===== src/rtl/mano_pkg.sv =====
// Shared constants for the basic-computer control unit: opcodes, AC operation codes,
// T-state numbers, run-state encoding and the bundle of datapath strobes.
package mano_pkg;

    localparam logic [2:0] OP_AND  = 3'd0;
    localparam logic [2:0] OP_ADD  = 3'd1;
    localparam logic [2:0] OP_LDA  = 3'd2;
    localparam logic [2:0] OP_STA  = 3'd3;
    localparam logic [2:0] OP_BUN  = 3'd4;
    localparam logic [2:0] OP_BSA  = 3'd5;
    localparam logic [2:0] OP_ISZ  = 3'd6;
    localparam logic [2:0] OP_RRIO = 3'd7;

    typedef enum logic [1:0] {
        AC_NONE = 2'b00,
        AC_AND  = 2'b01,
        AC_ADD  = 2'b10,
        AC_LOAD = 2'b11
    } acOp_e;

    localparam logic [2:0] T0 = 3'd0;
    localparam logic [2:0] T1 = 3'd1;
    localparam logic [2:0] T2 = 3'd2;
    localparam logic [2:0] T3 = 3'd3;
    localparam logic [2:0] T4 = 3'd4;
    localparam logic [2:0] T5 = 3'd5;
    localparam logic [2:0] T6 = 3'd6;

    typedef enum logic {
        ST_HALT = 1'b0,
        ST_RUN  = 1'b1
    } runState_e;

    typedef struct packed {
        logic memRd;
        logic memWr;
        logic arLdPc;
        logic arLdIr;
        logic arLdMem;
        logic arInr;
        logic irLd;
        logic pcInr;
        logic pcLdAr;
        logic drLd;
        logic drInr;
        logic rrExec;
    } strobes_t;

    function automatic logic [7:0] decodeOp(input logic [2:0] op);
        decodeOp = 8'b0000_0001 << op;
    endfunction

endpackage


===== src/rtl/timing_control_if.sv =====
// Handshake bundle between the control unit and the datapath/memory side.
interface timing_control_if #(parameter int T_WIDTH = 3);

    logic               start_i;
    logic [15:0]        ir_i;
    logic               drZero_i;
    logic [T_WIDTH-1:0] t_o;
    logic [7:0]         d_o;
    logic               i_o;
    logic               run_o;
    logic               memRd_o;
    logic               memWr_o;
    logic               arLdPc_o;
    logic               arLdIr_o;
    logic               arLdMem_o;
    logic               arInr_o;
    logic               irLd_o;
    logic               pcInr_o;
    logic               pcLdAr_o;
    logic               drLd_o;
    logic               drInr_o;
    logic               rrExec_o;
    logic [1:0]         acOp_o;

    modport master (
        output start_i, ir_i, drZero_i,
        input  t_o, d_o, i_o, run_o, memRd_o, memWr_o, arLdPc_o, arLdIr_o, arLdMem_o,
               arInr_o, irLd_o, pcInr_o, pcLdAr_o, drLd_o, drInr_o, rrExec_o, acOp_o
    );

    modport slave (
        input  start_i, ir_i, drZero_i,
        output t_o, d_o, i_o, run_o, memRd_o, memWr_o, arLdPc_o, arLdIr_o, arLdMem_o,
               arInr_o, irLd_o, pcInr_o, pcLdAr_o, drLd_o, drInr_o, rrExec_o, acOp_o
    );

endinterface


===== src/rtl/seq_counter.sv =====
// Sequence counter for the T-states: synchronous clear wins over increment.
module seq_counter #(
    parameter int T_WIDTH = 3
) (
    input  logic               clk,
    input  logic               rst,
    input  logic               clr_i,
    input  logic               inr_i,
    output logic [T_WIDTH-1:0] count_o
);

    logic [T_WIDTH-1:0] countQ;

    always_ff @(posedge clk or posedge rst) begin
        if (rst) begin
            countQ <= '0;
        end else if (clr_i) begin
            countQ <= '0;
        end else if (inr_i) begin
            countQ <= countQ + T_WIDTH'(1);
        end
    end

    assign count_o = countQ;

endmodule


===== src/rtl/timing_control.sv =====
// Control unit: fetch/decode/execute sequencing of the basic computer, producing
// datapath strobes as combinational decodes of t, D, I, RUN and DR_ZERO.
module timing_control
    import mano_pkg::*;
#(
    parameter int T_WIDTH = 3
) (
    input  logic             clk,
    input  logic             rst,
    timing_control_if.slave  bus
);

    runState_e          stateQ, stateD;
    logic [7:0]         dQ, dD;
    logic               iQ, iD;
    logic [T_WIDTH-1:0] tQ;
    logic               clrT, inrT;
    strobes_t           strb;
    acOp_e              acOp;

    seq_counter #(.T_WIDTH(T_WIDTH)) uSeqCounter (
        .clk     (clk),
        .rst     (rst),
        .clr_i   (clrT),
        .inr_i   (inrT),
        .count_o (tQ)
    );

    always_ff @(posedge clk or posedge rst) begin
        if (rst) begin
            stateQ <= ST_HALT;
            dQ     <= '0;
            iQ     <= 1'b0;
        end else begin
            stateQ <= stateD;
            dQ     <= dD;
            iQ     <= iD;
        end
    end

    // Every strobe is gated by RUN, so an async reset silences them in the same instant.
    always_comb begin
        stateD = stateQ;
        dD     = dQ;
        iD     = iQ;
        clrT   = 1'b0;
        strb   = '0;
        acOp   = AC_NONE;
        unique case (stateQ)
            ST_HALT: begin
                clrT = 1'b1;
                if (bus.start_i) stateD = ST_RUN;
            end
            ST_RUN: begin
                case (tQ)
                    T_WIDTH'(T0): strb.arLdPc = 1'b1;
                    T_WIDTH'(T1): begin
                        strb.memRd = 1'b1;
                        strb.irLd  = 1'b1;
                        strb.pcInr = 1'b1;
                    end
                    T_WIDTH'(T2): begin
                        strb.arLdIr = 1'b1;
                        dD          = decodeOp(bus.ir_i[14:12]);
                        iD          = bus.ir_i[15];
                    end
                    T_WIDTH'(T3): begin
                        if (dQ[OP_RRIO]) begin
                            strb.rrExec = 1'b1;
                            clrT        = 1'b1;
                            if (!iQ && bus.ir_i[0]) stateD = ST_HALT;
                        end else if (iQ) begin
                            strb.memRd   = 1'b1;
                            strb.arLdMem = 1'b1;
                        end
                    end
                    T_WIDTH'(T4): begin
                        if (dQ[OP_AND] || dQ[OP_ADD] || dQ[OP_LDA] || dQ[OP_ISZ]) begin
                            strb.memRd = 1'b1;
                            strb.drLd  = 1'b1;
                        end else if (dQ[OP_STA]) begin
                            strb.memWr = 1'b1;
                            clrT       = 1'b1;
                        end else if (dQ[OP_BUN]) begin
                            strb.pcLdAr = 1'b1;
                            clrT        = 1'b1;
                        end else if (dQ[OP_BSA]) begin
                            strb.memWr = 1'b1;
                            strb.arInr = 1'b1;
                        end else begin
                            clrT = 1'b1;
                        end
                    end
                    T_WIDTH'(T5): begin
                        if (dQ[OP_AND]) begin
                            acOp = AC_AND;
                            clrT = 1'b1;
                        end else if (dQ[OP_ADD]) begin
                            acOp = AC_ADD;
                            clrT = 1'b1;
                        end else if (dQ[OP_LDA]) begin
                            acOp = AC_LOAD;
                            clrT = 1'b1;
                        end else if (dQ[OP_BSA]) begin
                            strb.pcLdAr = 1'b1;
                            clrT        = 1'b1;
                        end else if (dQ[OP_ISZ]) begin
                            strb.drInr = 1'b1;
                        end else begin
                            clrT = 1'b1;
                        end
                    end
                    T_WIDTH'(T6): begin
                        if (dQ[OP_ISZ]) begin
                            strb.memWr = 1'b1;
                            strb.pcInr = bus.drZero_i;
                        end
                        clrT = 1'b1;
                    end
                    default: clrT = 1'b1;
                endcase
            end
            default: stateD = ST_HALT;
        endcase
    end

    assign inrT = (stateQ == ST_RUN) && !clrT;

    assign bus.t_o       = tQ;
    assign bus.d_o       = dQ;
    assign bus.i_o       = iQ;
    assign bus.run_o     = (stateQ == ST_RUN);
    assign bus.memRd_o   = strb.memRd;
    assign bus.memWr_o   = strb.memWr;
    assign bus.arLdPc_o  = strb.arLdPc;
    assign bus.arLdIr_o  = strb.arLdIr;
    assign bus.arLdMem_o = strb.arLdMem;
    assign bus.arInr_o   = strb.arInr;
    assign bus.irLd_o    = strb.irLd;
    assign bus.pcInr_o   = strb.pcInr;
    assign bus.pcLdAr_o  = strb.pcLdAr;
    assign bus.drLd_o    = strb.drLd;
    assign bus.drInr_o   = strb.drInr;
    assign bus.rrExec_o  = strb.rrExec;
    assign bus.acOp_o    = acOp;

endmodule


===== src/flat_wrapper.sv =====
// flat-port wrapper written by rule: the top's interface ports become plain ports
module timing_control_flat import mano_pkg::*;
#(
    parameter int T_WIDTH = 3
)
  (clk, rst, bus_start_i, bus_ir_i, bus_drZero_i, bus_t_o, bus_d_o, bus_i_o, bus_run_o, bus_memRd_o, bus_memWr_o, bus_arLdPc_o, bus_arLdIr_o, bus_arLdMem_o, bus_arInr_o, bus_irLd_o, bus_pcInr_o, bus_pcLdAr_o, bus_drLd_o, bus_drInr_o, bus_rrExec_o, bus_acOp_o);
  timing_control_if #(.T_WIDTH(T_WIDTH)) bus_i ();
  input  logic clk;
  input  logic rst;
  input wire logic [$bits(bus_i.start_i)-1:0] bus_start_i;
  input wire logic [$bits(bus_i.ir_i)-1:0] bus_ir_i;
  input wire logic [$bits(bus_i.drZero_i)-1:0] bus_drZero_i;
  output wire logic [$bits(bus_i.t_o)-1:0] bus_t_o;
  output wire logic [$bits(bus_i.d_o)-1:0] bus_d_o;
  output wire logic [$bits(bus_i.i_o)-1:0] bus_i_o;
  output wire logic [$bits(bus_i.run_o)-1:0] bus_run_o;
  output wire logic [$bits(bus_i.memRd_o)-1:0] bus_memRd_o;
  output wire logic [$bits(bus_i.memWr_o)-1:0] bus_memWr_o;
  output wire logic [$bits(bus_i.arLdPc_o)-1:0] bus_arLdPc_o;
  output wire logic [$bits(bus_i.arLdIr_o)-1:0] bus_arLdIr_o;
  output wire logic [$bits(bus_i.arLdMem_o)-1:0] bus_arLdMem_o;
  output wire logic [$bits(bus_i.arInr_o)-1:0] bus_arInr_o;
  output wire logic [$bits(bus_i.irLd_o)-1:0] bus_irLd_o;
  output wire logic [$bits(bus_i.pcInr_o)-1:0] bus_pcInr_o;
  output wire logic [$bits(bus_i.pcLdAr_o)-1:0] bus_pcLdAr_o;
  output wire logic [$bits(bus_i.drLd_o)-1:0] bus_drLd_o;
  output wire logic [$bits(bus_i.drInr_o)-1:0] bus_drInr_o;
  output wire logic [$bits(bus_i.rrExec_o)-1:0] bus_rrExec_o;
  output wire logic [$bits(bus_i.acOp_o)-1:0] bus_acOp_o;
  assign bus_i.start_i = bus_start_i;
  assign bus_i.ir_i = bus_ir_i;
  assign bus_i.drZero_i = bus_drZero_i;
  assign bus_t_o = bus_i.t_o;
  assign bus_d_o = bus_i.d_o;
  assign bus_i_o = bus_i.i_o;
  assign bus_run_o = bus_i.run_o;
  assign bus_memRd_o = bus_i.memRd_o;
  assign bus_memWr_o = bus_i.memWr_o;
  assign bus_arLdPc_o = bus_i.arLdPc_o;
  assign bus_arLdIr_o = bus_i.arLdIr_o;
  assign bus_arLdMem_o = bus_i.arLdMem_o;
  assign bus_arInr_o = bus_i.arInr_o;
  assign bus_irLd_o = bus_i.irLd_o;
  assign bus_pcInr_o = bus_i.pcInr_o;
  assign bus_pcLdAr_o = bus_i.pcLdAr_o;
  assign bus_drLd_o = bus_i.drLd_o;
  assign bus_drInr_o = bus_i.drInr_o;
  assign bus_rrExec_o = bus_i.rrExec_o;
  assign bus_acOp_o = bus_i.acOp_o;
  timing_control #(.T_WIDTH(T_WIDTH)) u_core (.clk(clk), .rst(rst), .bus(bus_i));
endmodule

===== config.mk =====
export PLATFORM = sky130hd
export DESIGN_NAME = timing_control_flat
export DESIGN_NICKNAME = d
export VERILOG_FILES = /design/src/rtl/mano_pkg.sv /design/src/rtl/timing_control_if.sv /design/src/rtl/seq_counter.sv /design/src/rtl/timing_control.sv /design/src/flat_wrapper.sv
export SDC_FILE = /design/constraint.sdc
export NUM_CORES = 1
export LEC_CHECK = 0
export CAP_MARGIN = 20
export CELL_PAD_IN_SITES_DETAIL_PLACEMENT = 1
export CELL_PAD_IN_SITES_GLOBAL_PLACEMENT = 2
export CORE_UTILIZATION = 28
export CTS_CLUSTER_DIAMETER = 200
export CTS_CLUSTER_SIZE = 12
export DETAILED_ROUTE_END_ITERATION = 8
export DONT_BUFFER_PORTS = 1
export GPL_TIMING_DRIVEN = 0
export PLACE_DENSITY = 0.73
export SLEW_MARGIN = 10
export SYNTH_ARGS = -nofsm -noshare
export SYNTH_HDL_FRONTEND = slang
export SYNTH_HIERARCHICAL = 1
export SYNTH_SLANG_ARGS = --single-unit

===== constraint.sdc =====
create_clock -name clk -period 2.1 [get_ports clk]
set_input_delay 0.42 -clock clk [delete_from_list [all_inputs] [get_ports clk]]
set_output_delay 0.42 -clock clk [all_outputs]
set_load 0.05 [all_outputs]

; Yosys cells after proc, flatten, opt, wreduce, memory -nomap -nowiden
; Cells that the tools add are included.
[classes]
n_addsub = 1
eq_ne = 6
n_shift = 1
n_mux = 58
n_bitwise = 1
n_reduce_logical = 11
[ops]
columns = op, count
row1 = 2-to-1 mux 1 bit, 43
row2 = 2-to-1 mux 12 bit, 1
row3 = 2-to-1 mux 2 bit, 5
row4 = one-hot mux 1 bit (2 select lines), 5
row5 = "equality test 3 bit, second input constant", 3
row6 = "left shift 1 x 3 -> 8 bit, first input constant", 1
row7 = "equality test 3 x 2 -> 1 bit, second input constant", 2
row8 = 2-to-1 mux 3 bit, 2
row9 = one-hot mux 1 bit (4 select lines), 1
row10 = "adder 3 x 1 -> 3 bit, second input constant", 1
row11 = "equality test 3 x 1 -> 1 bit, second input constant", 1
row12 = zero test 3 bit, 1
row13 = logical OR 1 bit, 3
row14 = one-hot mux 1 bit (3 select lines), 1
row15 = OR reduction 3 bit, 1
row16 = logical AND 1 bit, 2
row17 = zero test 1 bit, 2
row18 = AND reduction 2 bit, 1
row19 = nonzero test 2 bit, 1
row20 = inverter 1 bit, 1
[word_totals]
reg_bits = 13
input_bits = 20
output_inout_bits = 27
word_cells = 82

; Longest topological paths before layout
; Gate-level depths: netlist of run 1.
[depth]
ltp_word = 11
mapped_depth = 6
mapped_depth_nobuf = 5

; By module
; Netlist of run 1, hierarchy kept.
[modules_own_cells]
columns = module, n_inst, cells_each, area_each_um2, seq_area_each_um2
row1 = timing_control, 1, 83, 673.1, 250.2
row2 = seq_counter, 1, 12, 140.1, 75.1

; Worst setup path after synthesis of run 1
; Ideal clock, no wire load.
[synth_path]
path_kind = reg-to-output
from = register u_core.uSeqCounter.countQ[1], in the netlist u_core/uSeqCounter/count_o[1]
to = output port bus_pcLdAr_o
arrival_time_ns = 3.608
required_ns = 1.680
setup_slack_ns = -1.928
path_stages_with_launch = 5
path_buffers = 1
path_cell_list = dfrtp_1 > clkbuf_1 > nor2_1 > nand4_1 > a2111oi_0
[synth_between]
elab_chain_cells = 3
elab_cells_between_ends = 4
cone_classes = 2 x eq/ne / 2 x mux
[synth_rtl]
columns = item, line
row1 = start: declaration, seq_counter.sv:12  ; logic [T_WIDTH-1:0] countQ;
row2 = start signal: assignment, seq_counter.sv:20  ; countQ <= countQ + T_WIDTH'(1);
row3 = equality test 3 bit, timing_control.sv:55  ; case (tQ)
row4 = one-hot mux 1 bit (2 select lines) (*), timing_control.sv:55
row5 = 2-to-1 mux 12 bit (*), timing_control.sv:49  ; unique case (stateQ)
row6 = end: declaration, flat_wrapper.sv:25  ; output wire logic [$bits(bus_i.pcLdAr_o)-1:0] bus_pcLdAr_o;
; Every way passes the cells marked *; elsewhere a longest branch is shown, timed or not.

; Worst setup path after layout of run 1
[layout_path]
from = register u_core.stateQ, in the netlist u_core/bus.run_o
to = output port bus_memRd_o
[layout_between]
elab_chain_cells = 1
[layout_rtl]
columns = item, line
row1 = start: declaration, timing_control.sv:13  ; runState_e stateQ, stateD;
row2 = start signal: assignment, timing_control.sv:35  ; stateQ <= stateD;
row3 = 2-to-1 mux 12 bit, timing_control.sv:49
row4 = end: declaration, flat_wrapper.sv:17  ; output wire logic [$bits(bus_i.memRd_o)-1:0] bus_memRd_o;
; Every way passes these cells.

==> results of run 1 <==
-- synth_stat cells (all sizes together), types with 2 or more instances --
| cell type | number | share of area, % |
|---|---|---|
| dfrtp | 13 | 40 |
| nand4b | 2 | 2.2 |
| o21ai | 3 | 1.8 |
| nand2 | 11 | 5.1 |
| a21oi | 3 | 1.8 |
| nor2b | 3 | 2.3 |
| nor4 | 2 | 1.5 |
| nor3 | 2 | 1.2 |
| clkbuf | 5 | 2.3 |
| inv | 8 | 3.7 |
| or3 | 2 | 1.5 |
| nor2 | 8 | 3.7 |
| and2 | 3 | 2.3 |
| nand3 | 4 | 2.5 |
| o31ai | 2 | 1.8 |
| o41ai | 4 | 4.3 |
-- flip-flops by register name, summed over array words and instances, names as in the netlist --
signal                      count
u_core/bus.d_o                  8
u_core/uSeqCounter/count_o      3
u_core/bus.i_o                  1
u_core/bus.run_o                1
-- metal layers --
layer / share of wire, % / track usage, % / vias to the layer above
li1: - / - / 397
met1: 43 / 22.1 / 416
met2: 49 / 28.7 / 30
met3: 5.6 / 3.49 / 6
met4: 2.5 / 7.32 / 0
met5: 0 / 0 / -
-- kinds of logic after synthesis --
group	share of synthesized area (%)
buf+inv	6.00
mux	2.62
fa+ha+maj	1.54
compound gates	18.2
flops	40.0
xor+xnor	1.08
simple gates	30.6
-- worst max path at each step --
stage,from,to
3_5_place_dp,u_core/uSeqCounter/count_o[1],bus_arLdIr_o
2_1_floorplan,u_core/uSeqCounter/count_o[2],bus_memRd_o
3_3_place_gp,u_core/uSeqCounter/count_o[1],bus_arLdIr_o
6_report,u_core/bus.run_o,bus_memRd_o
4_1_cts,u_core/uSeqCounter/count_o[2],bus_memRd_o
5_1_grt,u_core/uSeqCounter/count_o[1],bus_pcLdAr_o
-- repair_timing --
action,in CTS,in global routing
resized for setup,26,17
buffers inserted,8,15
hold buffers,1,0
setup endpoints to repair,16,17
endpoints found under the hold margin,3,0
pin swaps,19,14
cloned,1,0
-- cell type report --
type / count / area, um^2
Timing Repair Buffer: 25 / 201
Tap cell: 31 / 38.8
Inverter: 8 / 33.8
Buffer: 4 / 60.1
Fill cell: 302 / 1400
Sequential cell: 13 / 347
Multi-Input combinational cell: 69 / 653
Clock buffer: 4 / 26.3
-- metrics by stage --
| step | cell area, um^2 | util (%) | std cells |
|---|---|---|---|
| 2_1_floorplan | 962 | - | 95 |
| 3_3_place_gp | 1000 | 36.3 | 126 |
| 3_5_place_dp | 1000 | 36.3 | 126 |
| 4_1_cts | 1210 | 43.9 | 140 |
| 5_1_grt | 1360 | 49.3 | 154 |
| 6_report | 1360 | 49.3 | 154 |
==> impl_results.md, run 1 <==
- Run status: finished, violations left
- Failing checks: negative setup slack
- Min cycle time layout: 2.54 ns
- Clk_lat worst skew: 0.27 ns
- Global-route wire length before repair: 4.11 mm
- Initial antenna violation count: 0
- Worst Setup Path Type: reg2out
- Total number of vias: 849
- Remaining DRCs: 0
- Syn Area/Cell: 8.56 um^2
- Worst Reg-to-Reg Cells: 6
- Smallest hold slack: 0.00974 ns
- GR Overflow Total: 0
- Placer Congestion: 0.763
- FF-to-FF Start: u_core/bus.d_o[2]
- Site row count: 19
- Vias in the first global route: 821
- FF+latch count, synth: 13
- Max-cap viol count: 0
- Chip Width: 55.9 um
- Number of synthesized flops with an enable pin: 0
- FMAX: 0.394 GHz
- Type of origin of the critical path: register
- Critical Path End Type: output pin
- Slowest cell delay on critical path: 0.72 ns
- Unrepaired setup endpoints after global routing: true
- Crit Path Max Fanout: 6
- Synth Flop Type: dfrtp_1
- # H-tree levels: 1
- CTS Buf Count: 3
- Area Growth Syn to Fin: 67.2%
- CTS root buf: clkbuf_4
- Cells along the critical path: buf_8 -> nand2_4 -> nor4_4 -> or3_4
- # clock sinks: 13
- TritonCTS clock tree: done
- Post-synthesis sequential area ratio: 40.0%
- Full die area: 0.00312 mm^2
- Layout Nets: 145
- Die Y: 55.9 um
- Routed wire length: 2.84 mm
- ANT cells: 0
- PortBufs: 0
- Most frequent cells in the layout: buf_4 (20), nand2_1 (10), inv_1 (7)
- R2r setup slk: -0.21 ns
- Final hold violations: 0
- Largest net degree at the start of global routing: 12
- Starting Density: 29.5%
- Detail Route Antenna Nets: 0
- Arrival @ worst endpoint: 2.12 ns
- CP delay by family, top: simple AND/OR/NAND/NOR gates
- Synth cell types: 36
- Post-Syn Instances: 95
- # IOs: 47
- Clock-pin slew on the worst setup and hold paths: 0.09 ns
- Tcrit/Tclk final: 121%
- CTS max path bufs: 2
- Max Clock Skew: 0.00120 ns
- Total track usage: 17.4%
- Slowest cell on crit path: nor4_4
- CP Depth: 4
- Worst Path Buf+Inv: 1
- Fin Setup TNS: -2.82 ns
- Drt pass-1 iters: 4
- Yosys Warn Count: 6
- Layout cells sized above 1: 54.5%
- Vias/cell: 5.51
- Mapped Area: 813 um^2
- Core ar.: 0.00276 mm^2
- RR Endpoint: u_core/uSeqCounter/count_o[1]
- Hold crit path type: in2async
- Pre-CTS WS: -0.304 ns
- Async SR Flop Fraction: 100%
- Post-route setup slack: -0.439 ns
- Wirelength per Cell: 18.4 um
- Fin. max-slew vios: 0
- Iter 0 DRT Violations: 18
- Syn Nets: 116
- Slew headroom: 45.9%
- Setup violators final: 15
- HPWL after DPL: 1.69 mm
- Most common cell after layout, fill and taps aside: buf_4
- Worst slew pin tran: 0.812 ns
- WP data required: 1.68 ns
Power of run 1 is not shown: default switching activity piles up to over one toggle a cycle in this logic, so the estimate is an artifact.
==> inputs of run 2 (changes only) <==
--- a/config.mk
+++ b/config.mk
@@ -15,7 +15,6 @@
 export DONT_BUFFER_PORTS = 1
 export GPL_TIMING_DRIVEN = 0
 export PLACE_DENSITY = 0.73
-export SLEW_MARGIN = 10
 export SYNTH_ARGS = -nofsm -noshare
 export SYNTH_HDL_FRONTEND = slang
 export SYNTH_HIERARCHICAL = 1
==> results of run 2 <==
No change in the layout: final DEF, timing and power equal those of run 1.
Power of run 2 is left out for the same reason.
